===== config.mk =====
export PLATFORM = sky130hd
export DESIGN_NAME = pe_dot
export DESIGN_NICKNAME = d
export VERILOG_FILES = /design/src/rtl/pe_dot.sv
export SDC_FILE = /design/constraint.sdc
export NUM_CORES = 2
export LEC_CHECK = 0
export BUFFER_PORTS_ARGS = -buffer_cell sky130_fd_sc_hd__buf_2
export CORE_MARGIN = 10
export CORE_UTILIZATION = 65
export CTS_BUF_LIST = sky130_fd_sc_hd__clkbuf_4 sky130_fd_sc_hd__clkbuf_8 sky130_fd_sc_hd__clkbuf_16
export CTS_CLUSTER_SIZE = 25
export DETAILED_ROUTE_END_ITERATION = 8
export PLACE_DENSITY = 0.88
export REMOVE_ABC_BUFFERS = 1
export SLEW_MARGIN = 25
export SYNTH_ARGS = -nofsm -noshare
export SYNTH_HDL_FRONTEND = slang
export SYNTH_SLANG_ARGS = --single-unit

===== constraint.sdc =====
create_clock -name clk -period 5.7 [get_ports clk]
set_input_delay 0 -clock clk [delete_from_list [all_inputs] [get_ports clk]]
set_output_delay 0 -clock clk [all_outputs]
set_load 0.005 [all_outputs]

===== src/rtl/pe_dot.sv =====
`timescale 1ns/1ps
// pe_dot: LANES-wide dot-product PE with vector accumulation over a 3-stage stallable pipeline.
// Define PE_SAT_EN to clamp the accumulator on overflow; the default build wraps modulo 2^WIDTH_ACC.
module pe_dot #(
   parameter int LANES     = 4,
   parameter int WIDTH_A   = 16,
   parameter int WIDTH_B   = 16,
   parameter int WIDTH_ACC = 40,
   parameter int SIGNED    = 0,
   parameter int CNT_W     = 16
) (
   input  logic                     clk,
   input  logic                     rst_n,
   input  logic                     en,
   input  logic                     valid_in,
   input  logic                     first_in,
   input  logic                     last_in,
   input  logic [LANES*WIDTH_A-1:0] a,
   input  logic [LANES*WIDTH_B-1:0] b,
   output logic                     valid_out,
   output logic [WIDTH_ACC-1:0]     result,
   output logic [WIDTH_ACC-1:0]     acc,
   output logic [CNT_W-1:0]         beat_cnt,
   output logic                     ovf
);
   localparam int PW  = WIDTH_A + WIDTH_B;
   localparam bit SGN = (SIGNED != 0);

   // Operands are widened past the product width so one signed multiply serves both modes.
   function automatic logic [PW-1:0] lane_mul(input logic [WIDTH_A-1:0] x,
                                              input logic [WIDTH_B-1:0] y);
      logic signed [PW+1:0] xs, ys, p;
      xs = {{(PW+2-WIDTH_A){SGN & x[WIDTH_A-1]}}, x};
      ys = {{(PW+2-WIDTH_B){SGN & y[WIDTH_B-1]}}, y};
      p  = xs * ys;
      return p[PW-1:0];
   endfunction

   function automatic logic [WIDTH_ACC-1:0] ext_acc(input logic [PW-1:0] p);
      logic [WIDTH_ACC-1:0] r;
      r         = {WIDTH_ACC{SGN & p[PW-1]}};
      r[PW-1:0] = p;
      return r;
   endfunction

`ifdef PE_SAT_EN
   function automatic logic [WIDTH_ACC-1:0] sat_acc(input logic [WIDTH_ACC:0] t);
      logic [WIDTH_ACC-1:0] r;
      if (!SGN) begin
         r = '1;
      end else if (t[WIDTH_ACC]) begin
         r = '0;
         r[WIDTH_ACC-1] = 1'b1;
      end else begin
         r = '1;
         r[WIDTH_ACC-1] = 1'b0;
      end
      return r;
   endfunction
`endif

   logic [PW-1:0]        prod_p0 [LANES];
   logic                 vld_p0, first_p0, last_p0;
   logic [WIDTH_ACC-1:0] lane_sum, sum_p1;
   logic                 vld_p1, first_p1, last_p1;
   logic                 vld_p2, vec_ovf;
   logic [WIDTH_ACC-1:0] base, next_acc;
   logic [WIDTH_ACC:0]   tot;
   logic                 ovf_now, next_ovf;
   logic [CNT_W-1:0]     next_cnt;

   // S1 -> S2: lane products and flags; data carries no reset, the valids qualify it.
   always_ff @(posedge clk) begin
      if (en) begin
         for (int i = 0; i < LANES; i++)
            prod_p0[i] <= lane_mul(a[i*WIDTH_A +: WIDTH_A], b[i*WIDTH_B +: WIDTH_B]);
         first_p0 <= first_in;
         last_p0  <= last_in;
         sum_p1   <= lane_sum;
         first_p1 <= first_p0;
         last_p1  <= last_p0;
      end
   end

   always_comb begin
      lane_sum = '0;
      for (int i = 0; i < LANES; i++)
         lane_sum = lane_sum + ext_acc(prod_p0[i]);
   end

   // S3: accumulate one bit wider than the accumulator to expose the true sum.
   always_comb begin
      base     = first_p1 ? '0 : acc;
      tot      = {SGN & base[WIDTH_ACC-1], base} + {SGN & sum_p1[WIDTH_ACC-1], sum_p1};
      ovf_now  = SGN ? (tot[WIDTH_ACC] ^ tot[WIDTH_ACC-1]) : tot[WIDTH_ACC];
      next_acc = tot[WIDTH_ACC-1:0];
`ifdef PE_SAT_EN
      if (ovf_now)
         next_acc = sat_acc(tot);
`endif
      next_ovf = (vec_ovf & ~first_p1) | ovf_now;
      next_cnt = first_p1 ? CNT_W'(1) : ((&beat_cnt) ? beat_cnt : beat_cnt + 1'b1);
   end

   always_ff @(posedge clk or negedge rst_n) begin
      if (!rst_n) begin
         vld_p0   <= 1'b0;
         vld_p1   <= 1'b0;
         vld_p2   <= 1'b0;
         acc      <= '0;
         beat_cnt <= '0;
         vec_ovf  <= 1'b0;
         result   <= '0;
         ovf      <= 1'b0;
      end else if (en) begin
         vld_p0 <= valid_in;
         vld_p1 <= vld_p0;
         vld_p2 <= vld_p1 & last_p1;
         if (vld_p1) begin
            acc      <= next_acc;
            beat_cnt <= next_cnt;
            vec_ovf  <= next_ovf;
            if (last_p1) begin
               result <= next_acc;
               ovf    <= next_ovf;
            end
         end
      end
   end

   // A pulse caught by a stall is held in vld_p2 and shown once en returns.
   assign valid_out = vld_p2 & en;

endmodule


==> flow_summary.yaml <==
worst_setup_path:
  critical_path.most_common_cell: "fa_1"
  cp.arrival_ns: 5.81
  slowest_delay_ns: 0.55
  crit_path_start_kind: "input port"
  crit_chain: "buf_2, and2_1, fa_1, inv_1, fa_1, fa_1, inv_1, fa_1, fa_1, inv_1, fa_1, inv_1, ha_1, a21oi_1, o221ai_1, a21oi_1, o32ai_1, o221a_2, a311oi_1, o21ai_0, a21oi_1, xnor2_1"
  cp-end-kind: "flip-flop"
  critPathKind: "input port to flip-flop"
  crit_fanout: 9
  cp_slowest_cell: "fa_1"
  worst-endpoint-required_ns: 5.98
clock_network:
  clock_latency_ns: 0.55
  cts_tree: "built"
  ctsHtreeMaxLevel: 1
  clk_pin_slew_ns: 0.06
  cts_root_buf: "clkbuf_16"
  numCtsBuffers: 29
  cts_buffer_depth: 3
  cts.sinks: 267
timing:
  rsz0062_at_grt: "false"
  max-slew-margin-rel_pct: 32.28
  fmax_ghz: 0.1809
  finalSetupTns_ns: 0
  period_share_pct: 96.97
  worst_pin_slew_ns: 1.016
  slew_violations: 0
  clock-skew-final_ns: 0.01681
  hold_viol: 0
  min_period_ns: 5.527
  setup_viol: 0
synth:
  synthAdderAreaFrac_pct: 48.31
  synthXorXnorAreaFrac_pct: 3.364
  synth.area.mux_share_pct: 0.2033
  synth-main-ff-cell: "edfxtp_1"
  synth_top_family_by_area: "adder cells"
  synth-edff-count: 166
  synth_compound_area_share_pct: 7.744
  ys_warn_count: 0
  synth_top_cells_by_area: "fa_1 (36%), ha_1 (13%), edfxtp_1 (11%)"
  post_synth_inst_count: 4996
  netlist-cell-type-count: 76
  yosysTopAreaCell: "fa_1"
  synth_area_mm2: 0.04739
  synthArstFlopShare_pct: 37.83
  synth_top_area_share_pct: 35.53
  syn_avg_cell_area_um2: 9.485
  ys_ff_latch: 267
  synth-simple-area-share_pct: 15.64
  yosysSeqAreaShare_pct: 15.85
layout:
  layout-drive-gt1-share_pct: 11.49
  final_area_mm2: 0.05260
  area_delta_synth_final_pct: 11.00
  n_fill_cell: 4789
  n_antenna_cell: 0
  fin_nets: 6866
hold_path:
  hp-class: "input port to asynchronous set/reset pin"
global_routing:
  antenna_found_initial: 2
  first_global_vias: 39512
  globalRouteTotalUtil_pct: 28.71
  overflow: 0
  grt_max_degree: 84
  grt_pass1_wl_um: 200200
detailed_routing:
  drt_iter0_markers: 3061
  drc: 0
  wire_per_inst_um: 18.91
  viasPerCell: 5.779
  via_count: 36862
  antenna_left: 0
  firstDrtPassIters: 6
  wirelength_um: 120600
job:
  drv_cap: 0
run_status:
  outcome: "finished clean"
floorplanning:
  rows: 98
  ios: 232
  die_y_um: 290.0
  die_w_um: 290.0
  initial_core_util_pct: 65.95
  fp.coreArea_mm2: 0.07185
  die_area_mm2: 0.08411
placed_design:
  hpwl_um: 102200
  place.port_buffers: 231
  placed_area_mm2: 0.05147
  gp_congestion: 0.9539
-- critical path, delay by kind of cell --
family / cells / cell delay (ns)
AOI/OAI and AO/OA: 8 / 1.80
adders and majority gates: 7 / 3.30
xor gates and xnor gates: 1 / 0.08
and+or+nand+nor: 1 / 0.22
buffers and inverters: 5 / 0.40
-- cell type report --
type	instances	area (um^2)	area share [%]
clock buffers	38	834.6	1.587
well taps	950	1189	2.260
multi-input cells	3607	35690	67.85
repair buffers	550	3608	6.860
inverters	952	3573	6.793
clock inverters	15	196.4	0.3734
flip-flops and latches	267	7512	14.28
-- sequential cells by signal, indices dropped and copies added (netlist names) --
signal and count:
vld_p2 1, vld_p1 1, beat_cnt 16, sum_p1 34, result 40, last_p0 1
prod_p0 128, acc 40, last_p1 1, first_p1 1, first_p0 1, ovf 1
vec_ovf 1, vld_p0 1
-- cell usage after synthesis, types with 3 or more instances --
cell,instances
nand2_1,704
o211ai_1,10
nor4_1,3
a41oi_1,6
a221o_1,4
and3_1,16
a21oi_1,163
mux2i_1,4
a311o_1,3
or3_1,13
a21boi_0,3
o21ai_0,151
ha_1,484
or2_2,5
a21o_1,88
mux2_2,5
nor2b_1,59
clkbuf_1,167
nand4_1,22
a221oi_1,4
nor2_1,112
a211o_1,6
o21bai_1,29
a31oi_1,15
nand3_1,36
o31ai_1,9
inv_1,952
xor2_1,72
o41ai_1,3
a311oi_1,4
nor3b_1,3
and4_1,7
fa_1,841
o21a_1,18
dfrtp_1,101
o22ai_1,5
nand2b_1,20
a211oi_1,21
o31a_1,8
xnor2_1,110
nor3_1,18
edfxtp_1,166
and2_1,482
-- cell families after synthesis --
group	Yosys count
AO/OA/AOI/OAI	578
XOR/XNOR	182
adder cells (fa/ha/maj)	1325
buffers and inverters	1122
flip-flops	267
multiplexers	9
AND/OR/NAND/NOR	1513
-- metal layers --
| metal | vias to the layer above | track usage (%) | share of wire (%) |
|---|---|---|---|
| met2 | 1794 | 49.59 | 50 |
| met5 | - | 0 | 0.011 |
| met3 | 362 | 4.216 | 8.0 |
| li1 | 16385 | - | - |
| met4 | 2 | 8.929 | 3.5 |
| met1 | 18319 | 36.91 | 39 |
-- metrics by stage --
stage	std cells	utilization [%]	hold slack, ns	worst slack [ns]
after floorplan	4826	-	-0.2956	0.03603
after detailed placement	6318	71.63	0.1006	-0.3832
after global routing	6379	73.21	0.07991	0.003920
final	6379	73.21	0.05732	0.1730
after CTS	6379	73.18	0.03328	0.1541
after global placement	6318	71.63	0.09477	-0.3273
-- path summary, 6_finish.rpt --
path	startpoint	endpoint	slack, ns	depth (start not counted)
max in group asynchronous	rst_n	result[37]	4.62	3
min in group clk	a[0]	prod_p0[0][0]	0.08	3
max	a[26]	prod_p0[1][31]	0.17	22
min reg2reg	last_p0	last_p1	0.43	0
max reg2reg	prod_p0[0][1]	sum_p1[33]	0.92	13
min	rst_n	result[5]	0.06	2
-- layout by cell type (no fill, tap or decap), types with 110 or more instances in the layout --
cell type,count
a21oi_1,162
and2_1,482
buf_2,229
buf_4,309
edfxtp_1,166
fa_1,841
ha_1,484
inv_1,951
nand2_1,703
nor2_1,112
o21ai_0,150
xnor2_1,110
-- timing repair --
item,CTS,global route
hold buffers,8,0
setup endpoints to repair,0,3
resized for setup,0,5
buffers inserted,0,0
endpoints found under the hold margin,74,0
Power is left out: the tool's default activity adds up to more than one toggle a clock period on the data nets, which glitch-free logic cannot reach.
